File: config.mk
export PLATFORM = sky130hd
export DESIGN_NAME = sram_2p_port_ctrl
export DESIGN_NICKNAME = d
export VERILOG_FILES = /design/src/rtl/sram_2p_port_ctrl.sv
export SDC_FILE = /design/constraint.sdc
export NUM_CORES = 1
export LEC_CHECK = 0
export CAP_MARGIN = 20
export CORE_MARGIN = 2
export CORE_UTILIZATION = 28
export DETAILED_ROUTE_END_ITERATION = 8
export GPL_ROUTABILITY_DRIVEN = 1
export PLACE_DENSITY_LB_ADDON = 0.3
export SLEW_MARGIN = 20
export SYNTH_ARGS = -nofsm -noshare
export SYNTH_HDL_FRONTEND = slang
export SYNTH_SLANG_ARGS = --single-unit
File: constraint.sdc
create_clock -name clock -period 5.1 [get_ports clock]
set_clock_uncertainty 0.15 [all_clocks]
set_input_delay 1.02 -clock clock [delete_from_list [all_inputs] [get_ports clock]]
set_output_delay 1.02 -clock clock [all_outputs]
set_load 0.03 [all_outputs]
File: src/rtl/sram_2p_port_ctrl.sv
// Requester-side controller for a 2-port (1W/1R) SRAM macro: zero-init sweep,
// valid/ready request handling, write-first collision bypass and a 2-entry response FIFO.
module sram_2p_port_ctrl #(
  parameter int BITS   = 2,
  parameter int DEPTH  = 512,
  parameter int ADDR_W = 9
) (
  input  logic              clock,
  input  logic              reset,
  input  logic              w_valid,
  output logic              w_ready,
  input  logic [ADDR_W-1:0] w_addr,
  input  logic [BITS-1:0]   w_data,
  input  logic              r_valid,
  output logic              r_ready,
  input  logic [ADDR_W-1:0] r_addr,
  output logic              resp_valid,
  input  logic              resp_ready,
  output logic [BITS-1:0]   resp_data,
  output logic              init_done,
  output logic              sram_web,
  output logic [ADDR_W-1:0] sram_aa,
  output logic [BITS-1:0]   sram_d,
  output logic              sram_reb,
  output logic [ADDR_W-1:0] sram_ab,
  input  logic [BITS-1:0]   sram_q
);

  typedef enum logic {INIT, IDLE} state_e;

  state_e            state_q, state_d;
  logic [ADDR_W-1:0] cnt_q, cnt_d;
  logic              s1_valid_q, s1_valid_d;
  logic              s1_byp_q, s1_byp_d;
  logic [BITS-1:0]   s1_bdata_q, s1_bdata_d;
  logic [BITS-1:0]   fifo_q [2];
  logic [BITS-1:0]   fifo_d [2];
  logic              wptr_q, wptr_d;
  logic              rptr_q, rptr_d;
  logic [1:0]        count_q, count_d;

  logic              w_fire, r_fire, push, pop;
  logic [2:0]        occ;
  logic [BITS-1:0]   push_data;

  assign resp_valid = (count_q != 2'd0);
  assign resp_data  = fifo_q[rptr_q];
  assign pop        = resp_valid & resp_ready;
  // Credit: the response in flight plus buffered entries, minus the one leaving now.
  assign occ        = {2'b00, s1_valid_q} + {1'b0, count_q} - {2'b00, pop};

  always_comb begin
    state_d   = state_q;
    cnt_d     = cnt_q;
    w_ready   = 1'b0;
    r_ready   = 1'b0;
    init_done = 1'b0;
    sram_web  = 1'b1;
    sram_aa   = '0;
    sram_d    = '0;
    sram_reb  = 1'b1;
    sram_ab   = '0;

    case (state_q)
      INIT: begin
        sram_web = 1'b0;
        sram_aa  = cnt_q;
        cnt_d    = cnt_q + ADDR_W'(1);
        if (cnt_q == ADDR_W'(DEPTH - 1)) state_d = IDLE;
      end
      IDLE: begin
        init_done = 1'b1;
        w_ready   = 1'b1;
        r_ready   = (occ < 3'd2);
      end
      default: state_d = INIT;
    endcase

    // Keep the macro quiet while reset is held, even though the FSM sits in INIT.
    if (reset) begin
      sram_web = 1'b1;
      sram_aa  = '0;
      w_ready  = 1'b0;
      r_ready  = 1'b0;
    end

    w_fire = w_valid & w_ready;
    r_fire = r_valid & r_ready;

    if (w_fire) begin
      sram_web = 1'b0;
      sram_aa  = w_addr;
      sram_d   = w_data;
    end
    if (r_fire) begin
      sram_reb = 1'b0;
      sram_ab  = r_addr;
    end

    // Macro reads old data on a same-address collision; capture the new word instead.
    s1_valid_d = r_fire;
    s1_byp_d   = r_fire & w_fire & (r_addr == w_addr);
    s1_bdata_d = w_data;

    push      = s1_valid_q;
    push_data = s1_byp_q ? s1_bdata_q : sram_q;

    fifo_d = fifo_q;
    if (push) fifo_d[wptr_q] = push_data;
    wptr_d  = wptr_q ^ push;
    rptr_d  = rptr_q ^ pop;
    count_d = count_q + {1'b0, push} - {1'b0, pop};
  end

  always_ff @(posedge clock or posedge reset) begin
    if (reset) begin
      state_q    <= INIT;
      cnt_q      <= '0;
      s1_valid_q <= 1'b0;
      s1_byp_q   <= 1'b0;
      s1_bdata_q <= '0;
      fifo_q[0]  <= '0;
      fifo_q[1]  <= '0;
      wptr_q     <= 1'b0;
      rptr_q     <= 1'b0;
      count_q    <= 2'd0;
    end else begin
      state_q    <= state_d;
      cnt_q      <= cnt_d;
      s1_valid_q <= s1_valid_d;
      s1_byp_q   <= s1_byp_d;
      s1_bdata_q <= s1_bdata_d;
      fifo_q     <= fifo_d;
      wptr_q     <= wptr_d;
      rptr_q     <= rptr_d;
      count_q    <= count_d;
    end
  end

  a_no_overflow: assert property (@(posedge clock) disable iff (reset)
    !(s1_valid_q && (count_q == 2'd2) && !pop));

endmodule

== Yosys cells after proc, flatten, opt, wreduce, memory -nomap -nowiden ==
Cells that the tools add are included.

* Flip-flop bits (word level): 22
* Input bits: 27
* Output and inout bits: 28
* Word-level logic and storage cells: 53

* Add/subtract/negate cells: 5
* Magnitude comparators: 4
* Equal/unequal tests: 2
* Multiplexer cells: 21
* Bitwise logic cells: 9
* Reduce and logical (&&, ||, !) cells: 2

{| class="wikitable"
|+ Operators by type and width
! operator !! number
|-
| two-way mux 9 bit || 4
|-
| two-way mux 2 bit || 6
|-
| adder 9 x 1 -> 9 bit, second input constant || 1
|-
| equality test 9 bit || 1
|-
| equality test 9 bit, second input constant || 1
|-
| two-way mux 1 bit || 9
|-
| AND 1 bit || 5
|-
| bitwise mux 4 bit || 1
|-
| greater-or-equal comparator 2 bit, second input constant || 2
|-
| inverter 1 -> 2 bit || 2
|-
| adder 1 x 2 -> 3 bit || 1
|-
| < comparator 3 x 2 -> 1 bit, second input constant || 1
|-
| subtractor 3 x 1 -> 3 bit || 1
|-
| adder 2 x 1 -> 2 bit || 1
|-
| demux 2 bit (select 1 bit) || 1
|-
| < comparator 2 x 1 -> 1 bit, second input constant || 1
|-
| nonzero test 2 bit || 1
|-
| subtractor 2 x 1 -> 2 bit || 1
|-
| bitwise XOR 1 bit || 2
|-
| logical AND 1 bit || 1
|}

== Depth between registers and ports, before layout ==
* Word-level depth: 9
* Gate-level depth with buffers: 10

== Worst setup path after synthesis ==
OpenSTA, ideal clock, no wires.

* Path kind: input -> output
* Start: input resp_ready
* End: output sram_ab[6]
* Arrival: 2918 ps
* Data required time: 3930 ps
* Setup slack: 1012 ps
* Stages on the path: 9
* Path buffers: 1
* Cells stage by stage: and2_1 ha_1 inv_1 ha_1 fa_1 xnor2_1 nor4b_2 buf_4 and2_1

* Cells in the longest elaborated chain, start to end: 7

{| class="wikitable"
|+ Ends and longest elaborated chain
! what !! line !! source
|-
| start: declaration || 18 || <nowiki>input logic resp_ready,</nowiki>
|-
| AND 1 bit || 48 || <nowiki>assign pop = resp_valid & resp_ready;</nowiki>
|-
| subtractor 3 x 1 -> 3 bit || 50 || <nowiki>assign occ = {2'b00, s1_valid_q} + {1'b0, count_q} - {2'b00, pop};</nowiki>
|-
| < comparator 3 x 2 -> 1 bit || 74 || <nowiki>r_ready = (occ < 3'd2);</nowiki>
|-
| two-way mux 1 bit || 64 || <nowiki>case (state_q)</nowiki>
|-
| two-way mux 1 bit || 80 || <nowiki>if (reset) begin</nowiki>
|-
| AND 1 bit || 88 || <nowiki>r_fire = r_valid & r_ready;</nowiki>
|-
| net r_fire || 42 || <nowiki>logic w_fire, r_fire, push, pop;</nowiki>
|-
| two-way mux 9 bit || 95 || <nowiki>if (r_fire) begin</nowiki>
|-
| end: declaration || 25 || <nowiki>output logic [ADDR_W-1:0] sram_ab,</nowiki>
|}

The timed path passes the listed nets, and every way through them passes these cells.

== Worst setup path after layout ==
* Start: input resp_ready
* End: output sram_reb

* Cells in the longest elaborated chain, start to end: 7

{| class="wikitable"
|+ Ends and longest elaborated chain
! what !! line !! source
|-
| AND 1 bit || 48 ||
|-
| subtractor 3 x 1 -> 3 bit || 50 ||
|-
| < comparator 3 x 2 -> 1 bit || 74 ||
|-
| two-way mux 1 bit || 64 ||
|-
| two-way mux 1 bit || 80 ||
|-
| AND 1 bit || 88 ||
|-
| two-way mux 1 bit || 95 ||
|-
| end: declaration || 24 || <nowiki>output logic sram_reb,</nowiki>
|}

Every way passes these cells.

==> impl_metrics.toml <==
[clocking]
htree_num_levels = 1
insertion_delay_ns = 0.26
cts_sinks = 22
post_cts_buffers = 0
ctsHoldBuffers = 0
cts_tree = "done"
clockRootBuffer = "clkbuf_8"
ctsResizeCount = 0
cts_buffers = 3
clock_path_buffers = 2
clkTransAtPathRegs_ns = 0.08

[synth]
syn_nets = 162
syn_area_mm2 = 0.001287
ys_top_cells_by_area = "dfrtp_1 43%, xor2_1 7.5%, ha_1 5.8%"
async_reset_ff_frac = 1.000
synth_edf_count = 0
synth-main-ff-cell = "dfrtp_1"
ys_ff_latch = 22
synth_cells = 128
yosysSeqAreaShare = 0.4276
synth_top_area_frac = 0.4276
ys.warnings.count = 0
synth_largest_area_cell = "dfrtp_1"
syn_area_per_cell_um2 = 10.06
ys_types = 29

[timing]
hold_violations = 0
hold_ws_ns = 0.3587
fin_ws_ns = 0.3805
post-route-min-period_ns = 4.719
fin_setup_tns_ns = 0
max_slew_margin = 0.7312
worst_pin_slew_ns = 0.4019
setup_viol = 0
finalMaxSlewViolations = 0
rsz0062_at_grt = "no"
fmax_mhz = 211.9
fin_crit_sh = 0.9254

[floorplanning]
initial_utilization = 0.2937
core_mm2 = 0.004384
rows = 24
die_h_um = 71.81
ios = 55
die_x_um = 71.81
die_area_mm2 = 0.005157

[global_routing]
grt.overflow.total = 0
grt_pass1_wl_mm = 5.727
grt_pass1_vias = 1178
grt_max_degree = 23
track_usage = 0.1416
antenna_found_initial = 0

[setup_path]
critPathMaxStageDelay_ns = 0.60
critPathRequiredTime_ns = 3.93
path_cells = "clkdlybuf4s50_1 > and2_1 > ha_1 > inv_1 > ha_1 > fa_1 > xnor2_1 > nor4b_2 > inv_1 > clkdlybuf4s50_1"
reg2regPathDepth = 10
worstSetupEndpointType = "primary output"
reg2reg_to = "s1_byp_q"
worstSetupPathType = "in2out"
cp_max_fo = 2
worstPathArrival_ns = 3.55
start_kind = "primary input"
worstReg2RegStart = "count_q[1]"
r2r_slack_ns = 2.24
cp_slowest_cell = "clkdlybuf4s50_1"

[pwr]
ir_worst_vdd_mv = 0.09250
power_density_mw_per_mm2 = 231.3
power_uw = 443.7
p_leak_nw = 0.8415

[routing]
drt-wirelength-per-cell_um = 14.25
via_per_inst = 4.623
drt_iter0_drc = 42
drt-total-wl_mm = 3.362
final_antenna_net_count = 0
dr.pass1.iters = 4
vias = 1091
route.detailed.drc = 0

[hold_path]
hold_end = "cnt_q[7]"
hold_class = "reg2reg"
whs_path_depth = 1
min_from = "cnt_q[7]"

[placement]
dpl_worst_slack_ns = 0.3363
dp_hpwl_mm = 2.708
gp_congestion = 0.7814
port_buffers = 54

[flow_run]
cap_violations = 0

[run_status]
status = "completed"

[cells_and_area]
nets = 219
drive_above_1_share = 0.1685
n_antenna_cell = 0
areaGrowthSynthToFinish_pct = 48.98
## cell families (layout without fill, tap and decap cells)
family,after synthesis,in the layout,synth area share
compound gates,14,14,0.06997
xor+xnor,18,18,0.1224
fa+ha+maj,7,7,0.07386
buf+inv,14,70,0.04664
flops,22,22,0.4276
mux,6,6,0.05053
simple gates,47,47,0.2089
## layer usage
layer	vias to the layer above	GRT usage	share of wire
met1	517	0.1820	0.43
met3	4	0.02813	0.045
met5	-	0	0
met4	0	0.03774	0.0083
met2	31	0.2428	0.51
li1	539	-	-
## critical path: cells and delay by family
family	cells	cell delay [ns]
buffers and inverters	4	1.09
xor gates and xnor gates	1	0.16
adders and majority gates	3	0.82
and+or+nand+nor	2	0.46
## metrics by stage
stage | cells | cell area (um^2) | utilization
after CTS | 236 | 1918 | 0.4375
final | 236 | 1918 | 0.4375
after global placement | 232 | 1863 | 0.4249
after detailed placement | 232 | 1863 | 0.4249
after global routing | 236 | 1918 | 0.4375
after floorplan | 128 | 1287 | -
## where the power goes
part           internal (mW)  leakage (nW)  total, mW  switching (mW)
Clock                 0.0688        0.0288      0.126          0.0577
Sequential             0.188         0.260      0.199          0.0109
Combinational         0.0595         0.552      0.118          0.0584
## final cells by class
cell class	instances	area [um^2]
repair buffers	56	533.0
clock buffers	4	55.05
fillers	427	2466
multi-input cells	92	676.9
well taps	52	65.06
flip-flops and latches	22	550.5
inverters	10	37.54
## state kept, by name, summed over array words and instances (netlist names)
name and cells:
rptr_q 1, s1_byp_q 1, cnt_q 9, state_q 1, count_q 2, push 1
wptr_q 1, fifo_q 4, s1_bdata_q 2
## synth_stat cells, drive strengths merged (2+ instances only)
master and n:
dfrtp 22, nor2 16, and2 11, xor2 11, inv 9, a22oi 8
xnor2 7, ha 6, a21oi 5, and3 4, mux2 4, nand3 3
buf 2, clkbuf 2, mux2i 2, nand2 2, nor4 2, or2 2
## how the worst max path moves through the flow
stage,endpoint,cells after the start,startpoint,slack [ns]
after CTS,sram_reb,10,resp_ready,0.35
after detailed placement,sram_reb,10,resp_ready,0.34
after global placement,sram_reb,10,resp_ready,0.38
after floorplan,sram_ab[6],9,resp_ready,1.01
final,sram_reb,10,resp_ready,0.38
after global routing,sram_reb,10,resp_ready,0.21
## layout by cell type (no fill, tap or decap), types with 3 or more instances in the layout
| master | n |
|---|---|
| and2_2 | 8 |
| xnor2_1 | 7 |
| and3_1 | 4 |
| xor2_1 | 11 |
| clkdlybuf4s50_1 | 45 |
| a22oi_1 | 8 |
| dfrtp_1 | 22 |
| clkbuf_8 | 4 |
| nand3_1 | 3 |
| mux2_2 | 4 |
| ha_1 | 6 |
| a21oi_1 | 5 |
| and2_1 | 3 |
| buf_4 | 11 |
| nor2_1 | 16 |
| inv_1 | 9 |
No activity file was read; power rests on OpenSTA's default activity.
